`src/rtl/mem_access_sched.sv`:
```
// mem_access_sched
// ----------------
// Sequences every access to the shared image/instruction memory. Two
// requesters compete for the single memory port:
//   - the instruction-fetch path (always reads), and
//   - the data path (reads or writes; its address comes from AR and its
//     write data from MBR).
// A round-robin arbiter picks one requester in IDLE. The FSM then walks
// IDLE -> ISSUE -> (WAIT) -> DONE -> IDLE and drives the memory strobes.
//
// Handshake (both requesters): req is raised and held until the matching
// *_done pulse. The block latches address, we and wdata at grant time, so
// later changes to req or the request fields have no effect on an access
// already granted. The requester drops req at the clock edge that ends its
// done cycle, or keeps it high to ask for another access. *_gnt is high from
// ISSUE through DONE for the owner.
//
// All outputs are registers. No combinational path runs from any input to
// any output.
//
// Ports
//   clk, rst_n          clock, asynchronous active-low reset
//   fetch_req/addr      fetch request and PC address
//   fetch_gnt/done      fetch owns memory / one-cycle completion pulse
//   data_req/we/addr/wdata  data request, direction, AR address, MBR data
//   data_gnt/done       data owns memory / one-cycle completion pulse
//   rdata               last captured read data, held until the next read
//   mem_addr/wdata/rd/wr  memory address, write data and strobes
//   mem_rdata           memory read data, valid MEM_LAT cycles after mem_rd
//   busy                high in any state other than IDLE
module mem_access_sched #(
    parameter int ADDR_W  = 16,
    parameter int DATA_W  = 8,
    parameter int MEM_LAT = 2   // legal range 1..7
) (
    input  logic              clk,
    input  logic              rst_n,
    input  logic              fetch_req,
    input  logic [ADDR_W-1:0] fetch_addr,
    output logic              fetch_gnt,
    output logic              fetch_done,
    input  logic              data_req,
    input  logic              data_we,
    input  logic [ADDR_W-1:0] data_addr,
    input  logic [DATA_W-1:0] data_wdata,
    output logic              data_gnt,
    output logic              data_done,
    output logic [DATA_W-1:0] rdata,
    output logic [ADDR_W-1:0] mem_addr,
    output logic [DATA_W-1:0] mem_wdata,
    output logic              mem_rd,
    output logic              mem_wr,
    input  logic [DATA_W-1:0] mem_rdata,
    output logic              busy
);

    typedef enum logic [1:0] {
        IDLE  = 2'd0,
        ISSUE = 2'd1,
        WAIT  = 2'd2,
        DONE  = 2'd3
    } state_t;

    // Read data is valid MEM_LAT cycles after the strobe. ISSUE is the
    // strobe cycle, so WAIT runs MEM_LAT cycles, and the counter starts at
    // MEM_LAT-1. It captures when the counter reads zero. With MEM_LAT=1
    // this still passes through a single WAIT cycle, so done always lands in
    // cycle 2+MEM_LAT.
    localparam logic [2:0] WAIT_INIT = 3'(MEM_LAT - 1);

    state_t      state;
    logic        owner_fetch;  // current/last owner; doubles as the round-robin pointer
    logic        acc_we;       // latched direction of the access in flight
    logic [2:0]  wait_cnt;

    logic              pick_fetch;
    logic              pick_we;
    logic [ADDR_W-1:0] pick_addr;

    // Round-robin: a tie goes to whoever was not granted last. Reset clears
    // owner_fetch, so fetch wins the first tie. A lone request always wins.
    always_comb begin
        pick_fetch = fetch_req && !(data_req && owner_fetch);
        pick_we    = pick_fetch ? 1'b0 : data_we;
        pick_addr  = pick_fetch ? fetch_addr : data_addr;
    end

    always_ff @(posedge clk or negedge rst_n) begin
        if (!rst_n) begin
            state       <= IDLE;
            owner_fetch <= 1'b0;
            acc_we      <= 1'b0;
            wait_cnt    <= 3'd0;
            fetch_gnt   <= 1'b0;
            fetch_done  <= 1'b0;
            data_gnt    <= 1'b0;
            data_done   <= 1'b0;
            rdata       <= '0;
            mem_addr    <= '0;
            mem_wdata   <= '0;
            mem_rd      <= 1'b0;
            mem_wr      <= 1'b0;
            busy        <= 1'b0;
        end else begin
            // Done outputs are single-cycle pulses, raised only on entry to DONE.
            fetch_done <= 1'b0;
            data_done  <= 1'b0;

            case (state)
                IDLE: begin
                    if (fetch_req || data_req) begin
                        // mem_addr itself is the latched address. It holds
                        // from ISSUE through DONE, so requester changes after
                        // the grant are ignored.
                        state       <= ISSUE;
                        owner_fetch <= pick_fetch;
                        acc_we      <= pick_we;
                        fetch_gnt   <= pick_fetch;
                        data_gnt    <= !pick_fetch;
                        busy        <= 1'b1;
                        mem_addr    <= pick_addr;
                        mem_rd      <= !pick_we;
                        mem_wr      <= pick_we;
                        mem_wdata   <= pick_we ? data_wdata : '0;
                    end
                end

                ISSUE: begin
                    mem_rd    <= 1'b0;
                    mem_wr    <= 1'b0;
                    mem_wdata <= '0;
                    if (acc_we) begin
                        // Writes complete on the strobe; rdata is untouched.
                        state      <= DONE;
                        fetch_done <= owner_fetch;
                        data_done  <= !owner_fetch;
                    end else begin
                        state    <= WAIT;
                        wait_cnt <= WAIT_INIT;
                    end
                end

                WAIT: begin
                    if (wait_cnt == 3'd0) begin
                        rdata      <= mem_rdata;
                        state      <= DONE;
                        fetch_done <= owner_fetch;
                        data_done  <= !owner_fetch;
                    end else begin
                        wait_cnt <= wait_cnt - 3'd1;
                    end
                end

                DONE: begin
                    state     <= IDLE;
                    fetch_gnt <= 1'b0;
                    data_gnt  <= 1'b0;
                    busy      <= 1'b0;
                    mem_addr  <= '0;
                end

                default: state <= IDLE;
            endcase
        end
    end

endmodule

```
`config.mk`:
```
export PLATFORM = sky130hd
export DESIGN_NAME = mem_access_sched
export DESIGN_NICKNAME = d
export VERILOG_FILES = /design/src/rtl/mem_access_sched.sv
export SDC_FILE = /design/constraint.sdc
export NUM_CORES = 1
export LEC_CHECK = 0
export BUFFER_PORTS_ARGS = -buffer_cell sky130_fd_sc_hd__buf_2
export CAP_MARGIN = 25
export CORE_ASPECT_RATIO = 0.5
export CORE_MARGIN = 2
export CORE_UTILIZATION = 42
export DETAILED_ROUTE_END_ITERATION = 10
export PLACE_DENSITY = 0.86
export SYNTH_ARGS = -nofsm -noshare
export SYNTH_HDL_FRONTEND = slang
export SYNTH_SLANG_ARGS = --single-unit
export TNS_END_PERCENT = 5
```
`constraint.sdc`:
```
create_clock -name clk -period 1.75 [get_ports clk]
set_input_delay 0.175 -clock clk [delete_from_list [all_inputs] [get_ports clk]]
set_output_delay 0.175 -clock clk [all_outputs]
set_load 0.03 [all_outputs]
```
==> metrics.md <==
| Metric | Value |
|---|---|
| CP arrival | 1.95 ns |
| Clk buf depth | 2 |
| Outcome | finished clean |
| Pre-CTS setup slack | -0.0246 ns |
| Post-Route WL | 5.25 mm |
| Max H-tree Level | 2 |
| Vias per cell | around 5.3 |
| Fin area | 0.00275 mm^2 |
| FP Rows | 18 |
| Final setup viols | 0 |
| Area growth syn-to-layout | 32.3% |
| DR vias | 1770 |
| Sequential power share | 0.337 |
| Initial drt markers | 116 |
| Worst path top cell family by delay | compound AO/OA/AOI/OAI gates |
| Vias in the first global route | 1734 |
| Comb pwr share | 0.541 |
| Final Skew | 0.00823 ns |
| Placed Instance Area | about 0.0026 mm^2 |
| Syn Std Cell Area | 0.00208 mm^2 |
| Clock latency on the worst-skew pair | 0.30 ns |
| Cell taking the most area after synthesis | dfrtp_1 |
| Ys async rst share | 1.00 |
| Unrepaired setup endpoints after global routing | true |
| Crit path launch type | flip-flop |
| TritonCTS clock tree | yes |
| Max Slew Vio Count | 0 |
| # Max-Cap Violations | 0 |
| Reg-to-reg endpoint | mem_addr[1]$_DFFE_PN0P_ |
| Syn Inst Count | 166 |
| Clk sinks | 46 |
| CP Capture Type | flip-flop |
| Hold/Removal Path Class | in2reg |
| Reg-to-reg slack, setup | 0.03 ns |
| Crit-path max cell delay | between 0.4 and 0.5 ns |
| Worst-case reg-to-reg path depth | 5 |
| Setup crit start | state[1]$_DFFE_PN0P_ |
| Buffers & Inverters on Critical Path | 1 |
| Max IR drop VDD | between 0.0005 and 0.0006 V |
| First-pass detailed-route iteration total | 4 |
| Data required time of the critical path | 1.99 ns |
| Post-DRT Antenna Nets | 0 |
| Post-CTS Setup Bufs | 0 |
| Critical-path cell list | inv_1 -> ha_1 -> or3b_4 -> o21ai_2 -> a221o_1 |
| CP Class | reg2reg |
| Grt ovf | 0 |
| Top-count cell post-synth | dfrtp_1 |
| Initial antenna violation count | 0 |
| Fillers | between 300 and 400 |
| Clock root buffer | clkbuf_8 |
| Avg WL per Cell | 15.6 um |
| Initial core utilization | 0.429 |
| Fraction of layout cells with a size suffix above 1 | 0.474 |
| Net Sw Frac | 0.461 |
| IO Pins | 92 |
| Post-synth top area share | 0.555 |
| DRC violations left | 0 |
| Final hold vios | 0 |
| RePlAce Congestion | 0.797 |
| Worst-path clk slew | 0.09 ns |
| All-layer global routing usage | 0.192 |
| Clock share of power | 0.122 |
| Yosys reg bits | 46 |
| Final worst slack | 0.0338 ns |
| Cell Pwr Density | 1940 mW/mm^2 |
| Primary FF master, synth | dfrtp_1 |
| P_int | 2.87 mW |
| N_diodes | 0 |
| Post-Syn Area per Cell | 12.5 um^2 |
| Core area | 0.00484 mm^2 |
| Worst r2r src | state[1]$_DFFE_PN0P_ |
| Crit share post-route | 0.981 |
| Setup TNS | 0 ns |
| First-pass GRT wire length | 8.04 mm |
| Reg area | 0.00115 mm^2 |
| Inst Count DP | ~330 |
| Syn Nets | about 230 |
| Multi-input gate area | 858 um^2 |
| Largest net degree at the start of global routing | 34 |
| LEAKAGE | 1.52 nW |
| Full die area | 0.00555 mm^2 |
| Synth top area cells | dfrtp_1, a221o_1, a22o_1 |
| Yosys cell types | 32 |
| Synth warn | 0 |
| Die width | between 100 and 150 um |
| Max FO, Critical Path | 9 |
| Finished Layout Cells | 336 |
| Register area share after synthesis | 0.555 |
| I/O Buffers | 91 |
| Switching power | 2.45 mW |
| Worst slew pin tran | 0.713 ns |
| Max-slew headroom | 0.525 |
| Die height | 53.7 um |
| Number of flops mapped to enable cells by yosys | 0 |
| Post-synth top cells | dfrtp_1, and3_1, a221o_1, a22o_1 |
| Number of buffers created by CTS | 5 |
| Tmin final | 1.72 ns |
| Total power | 5.32 mW |
| Critical Path Stages | 5 |
| Peak Freq | 583 MHz |
| Final HPWL from detailed placement | approximately 3.8 mm |
| Fin nets | 325 |
| CP max stage cell | or3b_4 |
| End of the critical path | mem_addr[1]$_DFFE_PN0P_ |
==> worst min-delay path by stage <==
stage,start,to,cells past startpoint
global placement,rst_n,wait_cnt[1]$_DFFE_PN0P_,1
global route,data_wdata[3],mem_wdata[3]$_DFFE_PN0P_,2
detailed placement,rst_n,wait_cnt[1]$_DFFE_PN0P_,1
floorplan,rst_n,acc_we$_DFFE_PN0P_,0
finish,data_wdata[3],mem_wdata[3]$_DFFE_PN0P_,2
CTS,data_wdata[3],mem_wdata[3]$_DFFE_PN0P_,2
==> logic make-up after synthesis <==
kind of cell | after synthesis | share of synthesized area
AO/OA/AOI/OAI | 48 | 0.200
flip-flops | 46 | 0.555
AND/OR/NAND/NOR | 37 | 0.108
buffers and inverters | 18 | 0.0416
multiplexers | 10 | 0.0543
adder cells (fa/ha/maj) | 7 | 0.0422
==> sequential cells by signal, summed over array words and instances (netlist names) <==
| signal | cells |
|---|---|
| state | 2 |
| owner_fetch | 1 |
| mem_wr | 1 |
| mem_wdata | 8 |
| rdata | 8 |
| busy | 1 |
| wait_cnt | 3 |
| acc_we | 1 |
| mem_rd | 1 |
| data_done | 1 |
| fetch_gnt | 1 |
| data_gnt | 1 |
| mem_addr | 16 |
| fetch_done | 1 |
==> metal layers <==
metal  up-vias  track usage  share of wire
li1        824            -              -
met1       891        0.242           0.42
met2        51        0.339           0.52
met3         4       0.0429          0.053
met4         0       0.0548         0.0082
met5         -            0              0
==> final cells by class <==
| type | instances | area share |
|---|---|---|
| inverter | 10 | 0.0137 |
| clock buffer | 5 | 0.0251 |
| multi-input combinational | 103 | 0.313 |
| timing repair buffer | 99 | 0.190 |
| clock inverter | 3 | 0.00774 |
| tap | 70 | 0.0319 |
| sequential | 46 | 0.419 |
==> layout by cell type (no fill, tap or decap), drive strengths merged, types with 4 or more instances in the layout <==
| cell | synthesis | routed |
|---|---|---|
| mux2 | 10 | 10 |
| a22o | 13 | 13 |
| ha | 7 | 7 |
| inv | 10 | 10 |
| buf | 4 | 98 |
| a221o | 17 | 17 |
| nand2 | 4 | 4 |
| clkbuf | 4 | 5 |
| o21ai | 5 | 6 |
| and3 | 18 | 18 |
| a21oi | 5 | 5 |
| dfrtp | 46 | 46 |
==> metrics by stage <==
| stage | utilization | hold slack (ns) |
|---|---|---|
| floorplan | - | -0.121 |
| global placement | 0.542 | 0.251 |
| detailed placement | 0.542 | 0.265 |
| CTS | 0.566 | 0.0778 |
| global route | 0.567 | 0.0748 |
| finish | 0.567 | 0.0812 |
==> power groups by stage <==
stage          clock (mW)  sequential [mW]  combinational, mW
2_1_floorplan           0             2.52               1.28
3_3_place_gp            0             1.77               2.69
3_5_place_dp            0             1.80               2.81
4_1_cts             0.663             1.78               2.88
5_1_grt             0.713             1.84               3.11
6_report            0.649             1.79               2.88
==> timing repair <==
item / CTS / global route
hold endpoints to repair: 31 / 0
gates cloned: 1 / 0
hold buffers: 1 / 0
setup endpoints to repair: 25 / 33
resized for setup: 2 / 2
Power figures use the tool's default switching activity.
